`src/rtl/systolic_layer_controller.sv`:
```
// -----------------------------------------------------------------------------
// systolic_layer_controller
//
// Purpose:
//   Sequences one convolution layer on an S x S systolic PE array. The layer
//   geometry is latched at start: kernel size K, channels C, filters F and
//   output tiles per filter group T. For each group of up to S filters the
//   controller runs these phases:
//     LOAD_WGT - stream L = K*K*C weights into the array and fill IFM bank 0
//     TILE     - one compute window per tile. The next tile is prefetched
//                into the other IFM bank (ping-pong) and the previous tile's
//                results are written out while the current tile computes.
//     WRITE    - drain the results of the last tile of the group
//   DONE pulses once after the last group. A stall input freezes the
//   sequencing, and the controller reports a bad configuration at start.
//
// Ports:
//   clk, rst_n          clock, synchronous active-low reset
//   start               launch a layer (sampled only in IDLE)
//   stall               freeze sequencing; enable strobes are forced low
//   cfg_kernel_size     K
//   cfg_no_channel      C
//   cfg_no_filter       F
//   cfg_no_tile         T
//   load_wgt/load_ifm   weight / IFM buffer read-push enables
//   ifm_bank_wr/_rd     IFM register-file bank being filled / feeding array
//   ifm_shift_en[1:0]   per-bank IFM shift enable
//   wgt_shift_en[S-1:0] per-column weight shift enable (skewed by column)
//   wgt_col_valid       columns holding a real filter in the current group
//   reset_pe            clear PE accumulators
//   write_out_en        push one result row to the output buffer
//   busy, done          status: not idle / one-cycle end-of-layer pulse
//   cfg_error           one-cycle pulse when start sees an illegal config
// -----------------------------------------------------------------------------
module systolic_layer_controller #(
  parameter int SYSTOLIC_SIZE = 16,
  parameter int MAX_KERNEL    = 7,
  parameter int MAX_CHANNEL   = 64,
  parameter int MAX_FILTER    = 1024,
  parameter int MAX_TILE      = 16384,
  localparam int KW = $clog2(MAX_KERNEL + 1),
  localparam int CW = $clog2(MAX_CHANNEL + 1),
  localparam int FW = $clog2(MAX_FILTER + 1),
  localparam int TW = $clog2(MAX_TILE + 1)
) (
  input  logic                     clk,
  input  logic                     rst_n,
  input  logic                     start,
  input  logic                     stall,
  input  logic [KW-1:0]            cfg_kernel_size,
  input  logic [CW-1:0]            cfg_no_channel,
  input  logic [FW-1:0]            cfg_no_filter,
  input  logic [TW-1:0]            cfg_no_tile,
  output logic                     load_wgt,
  output logic                     load_ifm,
  output logic                     ifm_bank_wr,
  output logic                     ifm_bank_rd,
  output logic [1:0]               ifm_shift_en,
  output logic [SYSTOLIC_SIZE-1:0] wgt_shift_en,
  output logic [SYSTOLIC_SIZE-1:0] wgt_col_valid,
  output logic                     reset_pe,
  output logic                     write_out_en,
  output logic                     busy,
  output logic                     done,
  output logic                     cfg_error
);

  localparam int S = SYSTOLIC_SIZE;
  // Largest count value is the compute window L+2S-1 at maximum geometry.
  localparam int CNT_W = $clog2(MAX_KERNEL * MAX_KERNEL * MAX_CHANNEL + 2 * S + 1);
  localparam int GRP_W = $clog2((MAX_FILTER + S - 1) / S + 1);
  localparam logic [31:0]      S_U    = 32'(S);
  localparam logic [CNT_W-1:0] S_CNT  = CNT_W'(S);
  localparam logic [CNT_W-1:0] S_LAST = CNT_W'(S - 1);

  typedef enum logic [2:0] {
    IDLE,
    LOAD_WGT,
    TILE,
    WRITE,
    DONE
  } state_t;

  state_t           state_q;
  logic [CNT_W-1:0] cnt_q;
  logic [TW-1:0]    tile_q;
  logic [GRP_W-1:0] group_q;
  logic             bank_wr_q;
  logic             cfg_err_q;

  // Latched layer geometry.
  logic [CNT_W-1:0] len_q;        // L = K*K*C
  logic [CNT_W-1:0] cmp_q;        // compute window L + 2S - 1
  logic [GRP_W-1:0] ngrp_q;       // G = ceil(F / S)
  logic [TW-1:0]    ntile_q;      // T
  logic [S-1:0]     last_mask_q;  // valid columns of the final group

  // Configuration decode, evaluated on the inputs while idle.
  logic [31:0]      k_w, c_w, f_w, t_w, rem_w;
  logic             cfg_ok;
  logic [CNT_W-1:0] len_d, cmp_d;
  logic [GRP_W-1:0] ngrp_d;
  logic [S-1:0]     last_mask_d;

  assign k_w   = 32'(cfg_kernel_size);
  assign c_w   = 32'(cfg_no_channel);
  assign f_w   = 32'(cfg_no_filter);
  assign t_w   = 32'(cfg_no_tile);
  assign rem_w = f_w % S_U;

  assign cfg_ok = (k_w != 32'd0) && (k_w <= 32'(MAX_KERNEL))
               && (c_w != 32'd0) && (c_w <= 32'(MAX_CHANNEL))
               && (f_w != 32'd0) && (f_w <= 32'(MAX_FILTER))
               && (t_w != 32'd0) && (t_w <= 32'(MAX_TILE));

  assign len_d  = CNT_W'(k_w * k_w * c_w);
  assign cmp_d  = CNT_W'(k_w * k_w * c_w + 2 * S_U - 32'd1);
  assign ngrp_d = GRP_W'((f_w + S_U - 32'd1) / S_U);

  logic tile_last;
  logic grp_last;
  logic [S-1:0] tile_wgt_en;

  assign tile_last = (tile_q == ntile_q - TW'(1));
  assign grp_last  = (group_q == ngrp_q - GRP_W'(1));

  // Only the final group can be partial; elsewhere every column is a filter.
  assign wgt_col_valid = (state_q == IDLE) ? '0 :
                         grp_last          ? last_mask_q : '1;

  for (genvar gi = 0; gi < S; gi++) begin : g_col
    // A remainder of zero means the final group is full as well.
    assign last_mask_d[gi] = (rem_w == 32'd0) || (32'(gi) < rem_w);
    // Column gi sees its weights gi cycles after column 0 (array skew).
    assign tile_wgt_en[gi] = (cnt_q >= CNT_W'(gi)) && (cnt_q < len_q + CNT_W'(gi))
                          && wgt_col_valid[gi];
  end

  // Sequencer: state, counters, bank select and latched configuration.
  always_ff @(posedge clk) begin
    if (!rst_n) begin
      state_q     <= IDLE;
      cnt_q       <= '0;
      tile_q      <= '0;
      group_q     <= '0;
      bank_wr_q   <= 1'b0;
      cfg_err_q   <= 1'b0;
      len_q       <= '0;
      cmp_q       <= '0;
      ngrp_q      <= '0;
      ntile_q     <= '0;
      last_mask_q <= '0;
    end else begin
      cfg_err_q <= 1'b0;
      if (!stall) begin
        unique case (state_q)
          IDLE: begin
            if (start) begin
              if (cfg_ok) begin
                len_q       <= len_d;
                cmp_q       <= cmp_d;
                ngrp_q      <= ngrp_d;
                ntile_q     <= cfg_no_tile;
                last_mask_q <= last_mask_d;
                state_q     <= LOAD_WGT;
                cnt_q       <= '0;
                group_q     <= '0;
                bank_wr_q   <= 1'b0;
              end else begin
                cfg_err_q <= 1'b1;
              end
            end
          end
          LOAD_WGT: begin
            // Two extra cycles after the L loads let the pipeline settle.
            if (cnt_q == len_q + CNT_W'(1)) begin
              state_q   <= TILE;
              cnt_q     <= '0;
              tile_q    <= '0;
              bank_wr_q <= 1'b1;  // array now reads bank 0
            end else begin
              cnt_q <= cnt_q + CNT_W'(1);
            end
          end
          TILE: begin
            if (cnt_q == cmp_q - CNT_W'(1)) begin
              cnt_q     <= '0;
              bank_wr_q <= ~bank_wr_q;
              tile_q    <= tile_q + TW'(1);
              if (tile_last) begin
                state_q <= WRITE;
              end
            end else begin
              cnt_q <= cnt_q + CNT_W'(1);
            end
          end
          WRITE: begin
            if (cnt_q == S_LAST) begin
              cnt_q   <= '0;
              group_q <= group_q + GRP_W'(1);
              if (!grp_last) begin
                state_q   <= LOAD_WGT;
                bank_wr_q <= 1'b0;
              end else begin
                state_q <= DONE;
              end
            end else begin
              cnt_q <= cnt_q + CNT_W'(1);
            end
          end
          DONE: begin
            state_q   <= IDLE;
            cnt_q     <= '0;
            group_q   <= '0;
            bank_wr_q <= 1'b0;
          end
          default: state_q <= IDLE;
        endcase
      end
    end
  end

  assign ifm_bank_wr = bank_wr_q;
  assign ifm_bank_rd = ~bank_wr_q;
  assign busy        = (state_q != IDLE);
  assign cfg_error   = cfg_err_q;

  // Output decode of state and count. Stall only masks the enable strobes;
  // because the count holds, each masked strobe is issued once stall drops.
  always_comb begin
    load_wgt     = 1'b0;
    load_ifm     = 1'b0;
    ifm_shift_en = 2'b00;
    wgt_shift_en = '0;
    reset_pe     = 1'b0;
    write_out_en = 1'b0;
    done         = 1'b0;
    unique case (state_q)
      LOAD_WGT: begin
        if (cnt_q < len_q) begin
          load_wgt        = 1'b1;
          load_ifm        = 1'b1;
          wgt_shift_en    = '1;
          ifm_shift_en[0] = 1'b1;
        end
      end
      TILE: begin
        wgt_shift_en = tile_wgt_en;
        if (cnt_q < len_q + S_CNT) begin
          ifm_shift_en[ifm_bank_rd] = 1'b1;
        end
        // Prefetch the next tile into the idle bank unless this is the last.
        if (!tile_last && (cnt_q < len_q)) begin
          load_ifm                  = 1'b1;
          ifm_shift_en[ifm_bank_wr] = 1'b1;
        end
        // Previous tile's results drain while this tile computes.
        write_out_en = (tile_q != '0) && (cnt_q < S_CNT);
        reset_pe     = (cnt_q == cmp_q - CNT_W'(1));
      end
      WRITE: begin
        write_out_en = 1'b1;
        reset_pe     = (cnt_q == S_LAST);
      end
      DONE: begin
        done = 1'b1;
      end
      default: ;
    endcase
    if (stall) begin
      load_wgt     = 1'b0;
      load_ifm     = 1'b0;
      ifm_shift_en = 2'b00;
      wgt_shift_en = '0;
      write_out_en = 1'b0;
      done         = 1'b0;
    end
  end

endmodule

```
`config.mk`:
```
export PLATFORM = sky130hd
export DESIGN_NAME = systolic_layer_controller
export DESIGN_NICKNAME = d
export VERILOG_FILES = /design/src/rtl/systolic_layer_controller.sv
export SDC_FILE = /design/constraint.sdc
export NUM_CORES = 1
export LEC_CHECK = 0
export ABC_AREA = 1
export BUFFER_PORTS_ARGS = -buffer_cell sky130_fd_sc_hd__buf_2
export CAP_MARGIN = 20
export CELL_PAD_IN_SITES_DETAIL_PLACEMENT = 1
export CELL_PAD_IN_SITES_GLOBAL_PLACEMENT = 1
export CORE_MARGIN = 3
export CORE_UTILIZATION = 45
export CTS_BUF_LIST = sky130_fd_sc_hd__clkbuf_16
export DETAILED_ROUTE_END_ITERATION = 8
export PLACE_DENSITY = 0.81
export SLEW_MARGIN = 20
export SYNTH_ARGS = -nofsm -noshare
export SYNTH_HDL_FRONTEND = slang
export SYNTH_SLANG_ARGS = --single-unit
```
`constraint.sdc`:
```
create_clock -name clk -period 4.9 [get_ports clk]
set_clock_uncertainty 0.1 [all_clocks]
set_input_delay 0.245 -clock clk [delete_from_list [all_inputs] [get_ports clk]]
set_output_delay 0.245 -clock clk [all_outputs]
set_load 0.05 [all_outputs]
```
* Yosys cells after proc, flatten, opt, wreduce, memory -nomap -nowiden
Index checks and enable logic that the tools add are counted.
W data, S select, Z words.
** Storage, ports and cells
- Register bits :: 101
- Input port bits :: 40
- Output and inout port bits :: 43
- Logic and storage cells :: 252
** Operators by class
- $add $sub $neg :: 26
- Multipliers :: 2
- Magnitude comparators :: 58
- Equal/unequal tests :: 16
- Mux-type cells :: 55
- Bitwise operators :: 6
- Reductions and logical operators :: 78
** Operators by type and width (count)
- $lt A12 B12 Y1 :: 17
- $reduce_bool A32 Y1 :: 4
- $add A12 B4 Y12 const B :: 8
- $ge A12 B4 Y1 const B :: 8
- $mux W16 :: 4
- $mux W12 :: 5
- $pmux W12 S5 :: 1
- $add A12 B3 Y12 const B :: 4
- $ge A12 B3 Y1 const B :: 4
- $logic_and A1 B1 Y1 :: 43
- $logic_not A32 Y1 :: 1
- $lt A4 B4 Y1 const A :: 8
- $pmux W16 S2 :: 1
- $mux W15 :: 2
- $pmux W15 S2 :: 1
- $add A12 B1 Y12 const B :: 2
- $add A12 B2 Y12 const B :: 2
- $eq A12 B12 Y1 :: 2
- $ge A12 B1 Y1 const B :: 2
- $ge A12 B2 Y1 const B :: 2
- $sub A12 B1 Y12 const B :: 2
- $mux W3 :: 7
- $mux W7 :: 3
- $pmux W7 S3 :: 1
- other kinds (47) :: 107

* Longest topological paths before layout
- Depth in word-level cells :: 11
- Depth in mapped cells :: 25
- Gate-level depth less buffers :: 24

* Worst setup path before layout
OpenSTA, ideal clock, no wires.
- Path kind :: input to register
- Start :: input port cfg_kernel_size[0]
- End :: register cmp_q[11]
- Setup time :: 0.109 ns
- Arrival time :: 4.167 ns
- Required time :: 4.691 ns
- Path slack :: 0.524 ns
- Stages on the path :: 22
- Buffers on the path :: 1
- Cells stage by stage :: buf_2 nand2_1 inv_1 ha_1 o21bai_1 nand2_1 inv_1 nand2_1 fa_1 fa_1 fa_1 inv_1 fa_1 nand3_1 nand2_1 nand2_1 nand2_1 nor4_1 a21o_1 nand3_1 nand2_1 inv_1
** On the way
- Word-level cells in the longest chain between the ends :: 9
- Elaborated cells between the ends (all ways) :: 14
- Those cells by class :: 2 x add/sub; 2 x mul; 1 x order compare; 9 x reduce/logical
** Ends and longest elaborated chain
- from (decl) :: RTL line 50 : input logic [KW-1:0] cfg_kernel_size,
- parallel branches: the longest is 9 deep, another holds $mul A6 B7 Y12
- to (signal assigned) :: RTL line 161 : cmp_q <= cmp_d;
- to (decl) :: RTL line 93 : logic [CNT_W-1:0] cmp_q;
Several ways; the timed one is not identified.
A chain may end at the register's enable or synchronous reset.

* Final worst setup path
- Start :: register len_q[8]
- End :: output port wgt_shift_en[6]
** On the way
- Word-level cells in the longest chain between the ends :: 6
- Elaborated cells between the ends (all ways) :: 8
- Those cells by class :: 1 x add/sub; 2 x order compare; 3 x mux; 2 x reduce/logical
** Ends and longest elaborated chain
- from (decl) :: RTL line 92 : logic [CNT_W-1:0] len_q;
- from (signal assigned) :: RTL line 160 : len_q <= len_d;
- $add A12 B3 Y12 :: RTL line 135 : assign tile_wgt_en[gi] = (cnt_q >= CNT_W'(gi)) && (cnt_q < len_q + CNT_W'(gi))
- $lt A12 B12 Y1 :: RTL line 135
- $logic_and A1 B1 Y1 :: RTL line 135
- $logic_and A1 B1 Y1 :: RTL line 136 : && wgt_col_valid[gi];
- $pmux W16 S2 * :: RTL line 238 : unique case (state_q)
- $mux W16 * :: RTL line 270 : if (stall) begin
- to (decl) :: RTL line 59 : output logic [SYSTOLIC_SIZE-1:0] wgt_shift_en,
Mark *: on every way between the ends. The rest lies on a longest branch, timed or not.

==> metrics.md <==
| Metric | Value |
|---|---|
| Status | `finished clean` |
| Grt ovf | `0` |
| Achievable frequency | `222 MHz` |
| Post-synth cell types | `48` |
| R2R Path Start | `len_q[4]` |
| Vias per cell | `5.66` |
| Combinational fraction of design power | `54.8%` |
| Delay of the slowest critical-path stage | `0.40 ns` |
| RSZ-0062 raised after global routing | `false` |
| Power density over the cells | `266 mW/mm^2` |
| Max-Slew Margin vs Limit | `40.0%` |
| CP Launch Point | `len_q[8]` |
| Sw Share | `about half` |
| Placed cell area | `0.0143 mm^2` |
| Fin. Hold Viols | `0` |
| Vias in the first global route | `14700` |
| Final setup violation count | `0` |
| WP data arrival | `4.16 ns` |
| Fin crit period | `~4.5 ns` |
| Worst min-delay path class | `in2reg` |
| Commonest cells post-synth | `nand2_1 (373), inv_1 (250), nor2_1 (247), ha_1 (214), a21oi_1 (195)` |
| First-pass GRT wire length | `around 77 mm` |
| Initial antenna violation count | `0` |
| Async S/R FF share, synth | `0%` |
| Seq cells post-synth | `101` |
| Syn. warnings | `0` |
| Post-CTS Hold Buffers | `0` |
| Psw | `2.01 mW` |
| WL met3 | `2.32 mm` |
| Sequential area share after synthesis | `15.1%` |
| Metal-1 WL | `20.1 mm` |
| Seq pwr share | `23.8%` |
| Critical path's top delay family | `simple AND/OR/NAND/NOR gates` |
| Worst-case clock buffer depth | `2` |
| Fin crit share | `91.8%` |
| Post-synth EDFFs | `0` |
| Num rows | `62` |
| HPWL Detailed | `38.5 mm` |
| Startpoint types | `flip-flop` |
| Post-Syn Area per Cell | `6.58 um^2` |
| Core Area | `between 0.02 and 0.03 mm^2` |
| P_int | `~1.9 mW` |
| Top-count cell post-synth | `nand2_1` |
| # port buffers | `82` |
| Final core utilization | `between 50% and 60%` |
| CTS tree | `built` |
| Total CTS buffers | `9` |
| Ports | `83` |
| DR DRC count | `0` |
| DR top layer | `met4` |
| Most frequent CP cell | `nand2_1` |
| Clock share of power | `21.4%` |
| Routed WL | `~49 mm` |
| Post-CTS resize count | `0` |
| Total GRT Usage | `a little under a third` |
| Hold_sp | `cfg_no_tile[13]` |
| Die X | `178 um` |
| Die Y | `178 um` |
| CP Cell Sequence | `buf_4 -> nand2_1 -> nor2_1 -> nand2_1 -> inv_1 -> nand2_1 -> xor2_1 -> ha_1 -> nand4_1 -> nor3_1 -> o21ai_0 -> o2111ai_1 -> a21oi_1 -> nand3_1 -> a21oi_1 -> buf_2` |
| CP max-delay cell | `inv_1` |
| Max_cap viols | `0` |
| Via count | `14100` |
| CP endpoint kind | `output port` |
| Critical Path RT | `4.55 ns` |
| Setup_tns | `0 ns` |
| Initial Util | `46.0%` |
| Postcts setup bufs | `0` |
| Reg clk slew, reported paths | `0.07 ns` |
| RD Place Congestion | `between 0.9 and 1` |
| Worst Path Max Fanout | `8` |
| Fin nets | `2376` |
| Post-Syn Nets | `2298` |
| Fin area | `0.0147 mm^2` |
| Die area | `0.0318 mm^2` |
| Antenna Nets Post-Route | `0` |
| Max Slew Vio Count | `0` |
| Worst Max-Slew Pin Slew | `0.898 ns` |
| Share of cells above drive strength 1 | `9.56%` |
| Hold slack | `0.0658 ns` |
| DRC marker count from the first detailed-route iteration | `741` |
| Area Growth Syn to Fin | `9.75%` |
| Synth area leader | `ha_1` |
| Worst path bufs/invs | `3` |
| Met2 wire len | `23.6 mm` |
| Top_reg_cell synth | `dfxtp_1` |
| Synth top area share | `approximately 20%` |
| Leakage | `~7.1 nW` |
| Wirelength per Cell | `19.6 um` |
| # diodes | `0` |
| Largest net degree at the start of global routing | `between 70 and 80` |
| Worst VDD drop | `0.000272 V` |
| WS Path Type | `reg2out` |
| Skew-Pair Late Insertion Delay | `0.36 ns` |
| Post-Syn Instances | `2030` |
| Clk root buf | `clkbuf_16` |
| CTS HTree Levels | `3` |
| Top post-synthesis cells by area | `ha_1 (20%), dfxtp_1 (15%), nand2_1 (10%), xor2_1 (10%), a21oi_1 (7.3%)` |
| Synthesized cell area | `about 0.013 mm^2` |
| CTS sink count | `101` |
| TritonRoute pass-1 iters | `4` |
[area by class of cell]
type	count	area (um^2)
Clock buffer	9	225
Multi-Input combinational cell	1600	10000
Sequential cell	101	2020
Timing Repair Buffer	130	771
Clock inverter	7	114
Fill cell	3975	14400
Inverter	266	1000
Tap cell	384	480
[placed cells by master (no fill, tap or decap), drive strengths merged, types with 14 or more instances in the layout]
master,n
fa,14
xor2,158
nand2,389
nand3,77
ha,214
nand4,26
dfxtp,101
o21ai,135
a21oi,205
inv,261
o2111ai,14
nor2,258
nor3,39
buf,130
xnor2,23
[cells by family (layout without fill, tap and decap cells)]
group                    after synthesis  in the layout  share of synthesized area (%)
AO/OA/AOI/OAI                        379            379                           15.4
XOR/XNOR                             182            182                           12.0
adder cells (fa/ha/maj)              228            228                           22.1
buffers and inverters                329            412                           9.65
flip-flops                           101            101                           15.1
multiplexers                           1              1                         0.0843
AND/OR/NAND/NOR                      810            810                           25.5
[power groups by stage]
stage	Combinational, mW	Clock [mW]	Sequential [mW]
2_1_floorplan	1.53	0	0.935
3_3_place_gp	2.06	0	0.942
3_5_place_dp	2.11	0	0.944
4_1_cts	2.13	0.847	0.926
5_1_grt	2.33	0.883	0.934
6_report	2.13	0.835	0.926
[path summary, 6_finish.rpt]
| path | to | slack (ns) | cells past startpoint |
|---|---|---|---|
| hold / removal | ntile_q[13] | 0.07 | 3 |
| hold reg to reg | ngrp_q[6] | 0.36 | 2 |
| setup / recovery | wgt_shift_en[6] | 0.40 | 16 |
| setup reg to reg | cnt_q[6] | 0.81 | 19 |
[sequential cells by signal, summed over array words and instances (netlist names), 3 cells and up]
signal	cells
last_mask_q	16
ntile_q	15
tile_q	15
cmp_q	12
cnt_q	12
len_q	12
group_q	7
ngrp_q	7
state_q	3
[layer usage]
| layer | global-route usage [%] | up-vias |
|---|---|---|
| li1 | - | 6794 |
| met1 | 36.3 | 6790 |
| met2 | 54.5 | 382 |
| met3 | 3.26 | 178 |
| met4 | 17.2 | 0 |
| met5 | 0 | - |
[per-stage QoR]
| step | power [mW] | setup WS [ns] | std cells |
|---|---|---|---|
| finish | 3.90 | 0.400 | 2497 |
| global route | 4.14 | 0.169 | 2497 |
| CTS | 3.90 | 0.424 | 2497 |
| detailed placement | 3.06 | 0.169 | 2481 |
| global placement | 3.00 | 0.312 | 2481 |
| floorplan | 2.46 | 0.524 | 2030 |
[worst reg2reg max path, stage by stage, from the launching register on]
cell,delay (ns)
dfxtp_1,0.64
ha_1,0.28
clkinv_1,0.09
nor2_1,0.14
inv_1,0.20
nor2_1,0.19
xor2_1,0.22
buf_4,0.17
nor2_1,0.04
a21oi_1,0.14
ha_1,0.16
nand2_1,0.08
nor2_1,0.15
nand4_1,0.15
o21ai_0,0.43
nand3_1,0.31
nand2_1,0.22
inv_1,0.09
nand2_1,0.06
a21oi_1,0.08
No activity file was read; power rests on OpenSTA's default activity.
